--- config.mk ---
export PLATFORM = sky130hd
export DESIGN_NAME = fetch_queue
export DESIGN_NICKNAME = d
export VERILOG_FILES = /design/src/rtl/fetch_queue_pkg.sv /design/src/rtl/fetch_queue_storage.sv /design/src/rtl/fetch_queue.sv
export SDC_FILE = /design/constraint.sdc
export NUM_CORES = 1
export LEC_CHECK = 0
export CAP_MARGIN = 20
export CORE_UTILIZATION = 54
export CTS_CLUSTER_DIAMETER = 200
export CTS_CLUSTER_SIZE = 30
export DETAILED_ROUTE_END_ITERATION = 8
export DONT_BUFFER_PORTS = 1
export GPL_ROUTABILITY_DRIVEN = 0
export PLACE_DENSITY = 0.68
export SLEW_MARGIN = 20
export SYNTH_ARGS = -nofsm -noshare
export SYNTH_HDL_FRONTEND = slang
export SYNTH_SLANG_ARGS = --single-unit
export TNS_END_PERCENT = 50
--- constraint.sdc ---
create_clock -name CLK -period 6.4 [get_ports CLK]
set_input_delay 1.92 -clock CLK [delete_from_list [all_inputs] [get_ports CLK]]
set_output_delay 1.92 -clock CLK [all_outputs]
set_load 0.01 [all_outputs]
--- src/rtl/fetch_queue_pkg.sv ---
// Shared constants and the entry layout for the fetch-to-decode instruction queue.
package fetch_queue_pkg;

  localparam logic [31:0] RESET_PC  = 32'h3000;
  localparam logic [31:0] NOP_INSTR = 32'h0;
  localparam int          FQ_DEPTH  = 4;

  typedef struct packed {
    logic [31:0] pc;
    logic [31:0] instr;
  } fq_entry_t;

endpackage

--- src/rtl/fetch_queue_storage.sv ---
// DEPTH x 64 register file: one synchronous write port, one combinational read port.
module fq_storage #(
  parameter int DEPTH = 4,
  parameter int AW    = 2
) (
  input  logic          CLK,
  input  logic          we,
  input  logic [AW-1:0] waddr,
  input  logic [63:0]   wdata,
  input  logic [AW-1:0] raddr,
  output logic [63:0]   rdata
);

  logic [63:0] mem [DEPTH];

  // Contents need no reset; occupancy tracking decides what is valid.
  always_ff @(posedge CLK) begin
    if (we) mem[waddr] <= wdata;
  end

  assign rdata = mem[raddr];

endmodule

--- src/rtl/fetch_queue.sv ---
// Instruction buffer between fetch and decode: in-order queue with full-stall and redirect flush.
module fetch_queue
  import fetch_queue_pkg::*;
#(
  parameter int DEPTH = FQ_DEPTH,
  parameter int AW    = 2
) (
  input  logic          CLK,
  input  logic          Reset,
  input  logic [31:0]   F_PC,
  input  logic [31:0]   F_Instr,
  input  logic          F_valid,
  input  logic          Flush,
  input  logic          D_ready,
  output logic          npc_stall,
  output logic          D_valid,
  output logic [31:0]   D_PC,
  output logic [31:0]   D_Instr,
  output logic [AW:0]   count
);

  localparam logic [AW:0] FULL = (AW+1)'(DEPTH);

  logic [AW-1:0] wr_ptr;
  logic [AW-1:0] rd_ptr;
  logic          push;
  logic          pop;
  logic          full;
  logic [63:0]   rdata;
  fq_entry_t     head;

  assign full      = (count == FULL);
  assign D_valid   = (count != '0);
  assign pop       = D_valid & D_ready & ~Flush;
  // A same-cycle pop frees the slot, so a full queue can still accept.
  assign push      = F_valid & ~Flush & (~full | pop);
  assign npc_stall = F_valid & full & ~pop & ~Flush;

  fq_storage #(
    .DEPTH (DEPTH),
    .AW    (AW)
  ) u_storage (
    .CLK   (CLK),
    .we    (push),
    .waddr (wr_ptr),
    .wdata ({F_PC, F_Instr}),
    .raddr (rd_ptr),
    .rdata (rdata)
  );

  assign head    = rdata;
  assign D_PC    = D_valid ? head.pc    : 32'h0;
  assign D_Instr = D_valid ? head.instr : NOP_INSTR;

  always_ff @(posedge CLK) begin
    if (Reset || Flush) begin
      wr_ptr <= '0;
      rd_ptr <= '0;
      count  <= '0;
    end else begin
      if (push) wr_ptr <= wr_ptr + AW'(1);
      if (pop)  rd_ptr <= rd_ptr + AW'(1);
      case ({push, pop})
        2'b10:   count <= count + (AW+1)'(1);
        2'b01:   count <= count - (AW+1)'(1);
        default: count <= count;
      endcase
    end
  end

  a_count_bound: assert property (@(posedge CLK) disable iff (Reset) count <= FULL);
  a_ptr_diff:    assert property (@(posedge CLK) disable iff (Reset)
                                  (wr_ptr - rd_ptr) == count[AW-1:0]);
  a_no_overflow: assert property (@(posedge CLK) disable iff (Reset) !(push && full && !pop));
  a_no_underflw: assert property (@(posedge CLK) disable iff (Reset) !(pop && !D_valid));

endmodule

==> results of run 1 <==
per-layer routing:
metal | part of all wire, % | GRT usage, %
met1 | 40 | 21.61
met4 | 1.5 | 3.801
met2 | 52 | 31.37
met3 | 5.8 | 4.474
met5 | 0 | 0
cells in the mapped netlist, types with 2 or more instances:
master and count:
and2_1 68, dfxtp_1 9, inv_1 6, nand3_1 3, buf_2 7, edfxtp_1 256
xnor2_1 3, xor2_1 2, clkbuf_2 2, mux4_2 64, buf_4 6, ha_1 4
clkbuf_1 7, nor2_1 10
sequential cells by signal (all words and copies together), names as in the netlist, named ones only:
signal and cells:
wr_ptr 2, count 3, u_storage.mem 256, rd_ptr 2
per-stage QoR:
| step | cells | instance area (sq um) | power (uW) | hold slack, ns | utilization, % |
|---|---|---|---|---|---|
| after CTS | 693 | 10740 | 2926 | 0.5724 | 58.98 |
| after global routing | 693 | 10740 | 2985 | 0.6091 | 58.98 |
| final | 693 | 10740 | 2903 | 0.5694 | 58.98 |
| after floorplan | 465 | 10180 | 2051 | 0.4847 | - |
| after global placement | 673 | 10380 | 2069 | 0.5018 | 57.03 |
| after detailed placement | 673 | 10380 | 2072 | 0.5445 | 57.03 |
kinds of logic after synthesis:
family | Yosys count | share of synthesized area (%)
AND/OR/NAND/NOR | 88 | 5.185
buffers and inverters | 30 | 1.474
multiplexers | 65 | 14.25
flip-flops | 265 | 77.26
AO/OA/AOI/OAI | 7 | 0.7127
adder cells (fa/ha/maj) | 5 | 0.6881
XOR/XNOR | 5 | 0.4301
power groups by stage:
stage	clock, uW	combinational [uW]	sequential, uW
2_1_floorplan	0	79.2	1970
3_3_place_gp	0	95.5	1970
3_5_place_dp	0	96.7	1980
4_1_cts	893	96.9	1940
5_1_grt	944	103	1940
6_report	874	93.6	1940
worst max-delay path by stage:
stage | to
floorplan | u_storage.mem[0][0]$_DFFE_PP_
global placement | npc_stall
detailed placement | npc_stall
CTS | npc_stall
global route | D_Instr[0]
finish | npc_stall
layout make-up:
class	instances	area (sq um)	area share [%]
Timing Repair Buffer	3	22.52	0.2097
Sequential cell	265	7875	73.33
Inverter	6	22.52	0.2097
Tap cell	229	286.5	2.668
Clock inverter	1	7.507	0.06991
Multi-Input combinational cell	170	2177	20.27
Clock buffer	19	347.8	3.239
==> results by group, run 1 <==
Status
  • Status: finished clean

Drt
  • Via density: about 6
  • Post-DRT Antenna Nets: 0
  • Wirelength per Cell: about 24 microns
  • Vias: between 4000 and 5000
  • Initial DRC Count: roughly 140
  • DR pass1 iterations: 4
  • DR DRC count: 0
  • Routed WL: 16450 microns

Setup path
  • Startpoint Class: input pin
  • Worst R2R Start: count[0]$_SDFFE_PP0P_
  • Crit path launch: Flush
  • Worst Path Required: 4.48 ns
  • Crit. End Element: primary output
  • R2R Path End: count[2]$_SDFFE_PP0P_
  • Critical path depth: 2
  • Worst Path Arrival: approximately 2.6 ns
  • Slowest-stage cell, CP: nor4b_1
  • Reg2reg path depth: 7
  • CP Class: input pin to primary output
  • Crit path buf inv count: 0
  • Crit-path max cell delay: between 0.5 and 0.6 ns
  • Worst-path maximum fanout: 4
  • Crit path max-delay family: simple AND/OR/NAND/NOR gates
  • R2R Setup Slk: 3.65 ns
  • Critical path cell sequence: nand2b_1 > nor4b_1

Clock tree
  • Clk buf depth: 3
  • Cts bufs inserted: 12
  • Post_cts resized: 0
  • Post-CTS Setup Bufs: 0
  • Reg clk slew, reported paths: 0.11 ns
  • H-tree depth: 1
  • Clock Sinks: 265
  • Worst-Skew Late Latency: approximately 0.48 ns
  • Hold_buf cts: 0
  • CTS tree: done
  • Root buf cell: clkbuf_16

Min path
  • Hold_sp: rd_ptr[1]$_SDFFE_PP0P_
  • HP Class: flip-flop to flip-flop
  • Worst hold endpoint: rd_ptr[1]$_SDFFE_PP0P_
  • Hold Path Cell Cnt: 2

Power and ir drop
  • Sw Ratio: roughly a fifth
  • Pleak: approximately 0.0032 uW
  • Sequential Power Share: approximately 67%
  • Power share of the clock group: around 30%
  • Combinational share of power: 3.2%
  • Pwr per Cell Area: ~270 nW/um^2
  • Switching Power: ~550 uW
  • Worst vdd ir: about 0.25 mV
  • Int Power: about 2300 uW

Logic synthesis
  • Yosys cell types: 32
  • Top FF cell, synth: edfxtp_1
  • Leading area contributor after synthesis: edfxtp_1
  • Synth warn: 0
  • Asr flop ratio synth: 0%
  • Synthesized area: ~10000 sq um
  • Synth top area cells: edfxtp_1, mux4_2, and2_1, dfxtp_1, ha_1
  • Syn Inst Count: 465
  • Syn avg cell area: approximately 22 sq um
  • Synth Register Bits: around 270
  • Synth Net Count: 539
  • Area share of the leading cell type in the synthesized netlist: between 70% and 80%
  • Post-synth EDFFs: 256
  • Post-synthesis sequential area ratio: approximately 77%

Floorplanning
  • Starting Density: around 56%
  • FP Rows: 49
  • Die area: slightly below 20000 sq um
  • Die Wd: roughly 140 microns
  • Core area: about 18000 sq um
  • Die Span Y: 139.3 microns
  • IO Pins: 138

Place
  • IO buf count: 0
  • HPWL after DPL: around 9000 microns
  • Pre-CTS setup slack: 1.838 ns

STA
  • Fin crit share: between 70% and 80%
  • Peak Freq: between 200 and 250 MHz
  • Setup_tns: 0 ns
  • Clk_skew: approximately 0.018 ns
  • Setup violators final: 0
  • Final min period: around 4.6 ns
  • Least-Margin Pin Slew: 1.016 ns
  • RSZ-0062 raised after global routing: false
  • Max_slew headroom: around a third
  • Final worst slack: between 1.5 and 2 ns
  • Slew Viols, Final: 0
  • Final Hold Vio Count: 0

Global routing
  • Remaining global-route overflow: 0
  • Largest net degree at the start of global routing: 65
  • GRT Total Usage: roughly 18%
  • Initial antenna violation count: 0
  • First-pass GRT wire length: ~26000 microns
  • Vias in the first global route: roughly 4500

Cells and area
  • # diodes: 0
  • Commonest non-fill, non-tap cell in the layout: edfxtp_1
  • Layout area overhead: 5.455%
  • Layout cells sized above 1: 19.61%
  • Fillers: approximately 1300
  • Most frequent cells in the layout: edfxtp_1, mux4_2, and2_1
  • Final net count: 532

Job
  • MaxCap Viol Count: 0
(Power assumes the default switching activity.)
==> inputs of run 2 (changes only) <==
--- a/config.mk
+++ b/config.mk
@@ -12,7 +12,7 @@
 export DETAILED_ROUTE_END_ITERATION = 8
 export DONT_BUFFER_PORTS = 1
 export GPL_ROUTABILITY_DRIVEN = 0
-export PLACE_DENSITY = 0.68
+export PLACE_DENSITY = 0.71
 export SLEW_MARGIN = 20
 export SYNTH_ARGS = -nofsm -noshare
 export SYNTH_HDL_FRONTEND = slang
==> constraint.sdc (replaced) <==
create_clock -name CLK -period 3.8 [get_ports CLK]
set_input_delay 1.14 -clock CLK [delete_from_list [all_inputs] [get_ports CLK]]
set_output_delay 1.14 -clock CLK [all_outputs]
set_load 0.01 [all_outputs]
==> run 2 against run 1 <==
Flip-flop and latch count is the same. Clock skew shrank 0.00084 ns. Clock power up 68%. Sequential power is 68% higher.
==> results by group, run 2 (synthesis results as in run 1) <==
Clock tree
  • Worst-Skew Late Latency: 0.48 ns (about the same)
  • Clk buf depth: 3 (unchanged)
  • Post_cts resized: 0 (unchanged)
  • Reg clk slew, reported paths: 0.11 ns (about the same)
  • Hold_buf cts: 0 (unchanged)
  • H-tree depth: 1 (unchanged)
  • Post-CTS Setup Bufs: 0 (unchanged)
  • CTS tree: done
  • Root buf cell: clkbuf_16
  • Cts bufs inserted: 12 (unchanged)
  • Clock Sinks: 265 (unchanged)

STA
  • WHS: 0.5609 ns (-0.008522 ns)
  • Least-Margin Pin Slew: 0.7590 ns (-0.2574 ns)
  • Max_slew headroom: 48.69% (+16 points)
  • Setup_tns: 0 ns (unchanged)
  • Clk_skew: 0.01716 ns (-0.0008432 ns)
  • Final min period: 3.423 ns
  • RSZ-0062 raised after global routing: false
  • Slew Viols, Final: 0 (unchanged)
  • Fin crit share: between 90% and 100%
  • Final Hold Vio Count: 0 (unchanged)
  • Peak Freq: a little under 300 MHz
  • Setup violators final: 0 (unchanged)

Drt
  • DR pass1 iterations: 4 (unchanged)
  • DR DRC count: 0 (unchanged)
  • Routed WL: 17040 microns (+3.6%)
  • Via density: 6.014 (+0.62%)
  • Post-DRT Antenna Nets: 0 (unchanged)
  • Met3 WL post-DR: 1000 microns (+4.2%)
  • Initial DRC Count: 349 (+150%)
  • Vias: 4240 (+2.4%)
  • Wl on met1: 6682 microns (+1.1%)
  • WL met2: 9035 microns (+4.8%)
  • Wirelength per Cell: 24.17 microns (+1.8%)
  • DR top layer: met4

Cells and area
  • Register area: 7875 sq um (unchanged)
  • Most frequent cells in the layout: edfxtp_1, mux4_2, and2_1
  • Util after Layout: 60.08% (+1.1 points)
  • Biggest register: u_storage.mem
  • Commonest non-fill, non-tap cell in the layout: edfxtp_1
  • Layout cells sized above 1: 21.64% (+2.0 points)
  • Largest registers: u_storage.mem: 256 flops, count: 3 flops
  • Layout area overhead: 7.433%
  • # diodes: 0 (unchanged)
  • Multi-input gate area: 2177 sq um (unchanged)
  • Max reg flops: 256 (unchanged)
  • Fillers: 1256 (-3.2%)
  • Final net count: 544 (+2.3%)
  • Finished Layout Cells: 705 (+1.7%)

Min path
  • HP Class: flip-flop to flip-flop
  • Hold Path Cell Cnt: 2 (unchanged)
  • Hold_sp: rd_ptr[1]$_SDFFE_PP0P_

Setup path
  • R2R Path End: count[2]$_SDFFE_PP0P_
  • Worst R2R Start: count[0]$_SDFFE_PP0P_
  • Worst Path Required: 2.66 ns (-1.82 ns)
  • CP Class: flip-flop to primary output
  • Worst-path maximum fanout: 32 (+28)
  • Startpoint Class: flip-flop
  • R2R Setup Slk: 1.49 ns (-2.16 ns)
  • Worst Path Arrival: 2.28 ns (-0.36 ns)
  • Reg2reg path depth: 6 (-1)
  • Crit. End Element: primary output

Power and ir drop
  • Pwr per Cell Area: 447.2 nW/um^2 (+65%)
  • Pleak: 0.003319 uW (+2.9%)
  • Worst vdd ir: 0.4562 mV (+85%)

Floorplanning
  • Core area: 18210 sq um (unchanged)
  • IO Pins: 138 (unchanged)
  • Die Span Y: 139.3 microns (unchanged)
  • FP Rows: 49 (unchanged)
  • Die Wd: 139.3 microns (unchanged)
  • Die area: 19410 sq um (unchanged)
  • Starting Density: 55.93% (unchanged)

Global routing
  • Vias in the first global route: 4555 (+1.6%)
  • GRT Total Usage: 18.22% (+0.66 points)
  • Remaining global-route overflow: 0 (unchanged)
  • Largest net degree at the start of global routing: 35 (-46%)
  • First-pass GRT wire length: 26330 microns (+2.3%)
  • Initial antenna violation count: 0 (unchanged)

Status
  • Status: finished clean

Job
  • MaxCap Viol Count: 0 (unchanged)

Place
  • IO buf count: 0 (unchanged)
  • Post-Place Cells: 685 (+1.8%)
  • HPWL after DPL: 10670 microns (+18%)
run 2: cell count changes in the layout (fill, tap and decap cells not counted), sizes merged:
| cell | delta |
|---|---|
| buf | +12 |
| clkinvlp | -1 |
| inv | +1 |
run 2: final cells by class:
type	count	share of cell area, %
clock buffer	19	3.179
clock inverter	1	0.05718
inverter	6	0.2059
multi-input combinational	170	19.90
sequential	265	71.98
tap	229	2.619
timing repair buffer	15	2.059
run 2: critical path, stage by stage, from the launching register on:
cell and delay (ns):
dfxtp_1 0.41, or3_2 0.81, buf_4 0.34, and2_1 0.22
run 2: worst max-delay path by stage:
stage	end	startpoint	slack (ns)
after global placement	npc_stall	Flush	0.83
after CTS	D_PC[12]	count[2]$_SDFFE_PP0P_	0.36
final	D_PC[12]	count[2]$_SDFFE_PP0P_	0.38
after global routing	D_PC[12]	count[1]$_SDFFE_PP0P_	0.30
after detailed placement	npc_stall	Flush	0.74
after floorplan	u_storage.mem[1][0]$_DFFE_PP_	D_ready	0.09
run 2: per-stage QoR:
stage / power [uW] / worst slack, ns / area [sq um]
final: 4892 / 0.3775 / 10940
after global routing: 5032 / 0.2979 / 10940
after CTS: 4936 / 0.3578 / 10940
after detailed placement: 3498 / 0.7433 / 10590
after global placement: 3491 / 0.8273 / 10590
after floorplan: 3455 / 0.09065 / 10180
run 2: report_power, final:
part           internal (uW)  total, uW  switching [uW]
Combinational           73.5        169            95.1
Clock                    645       1470             821
Sequential              3240       3260            14.1
run 2: layer usage:
metal  vias up  GRT usage, %
met2       117         32.06
met3        17         4.198
li1       1866             -
met1      2240         22.60
met4         0         5.380
met5         -             0
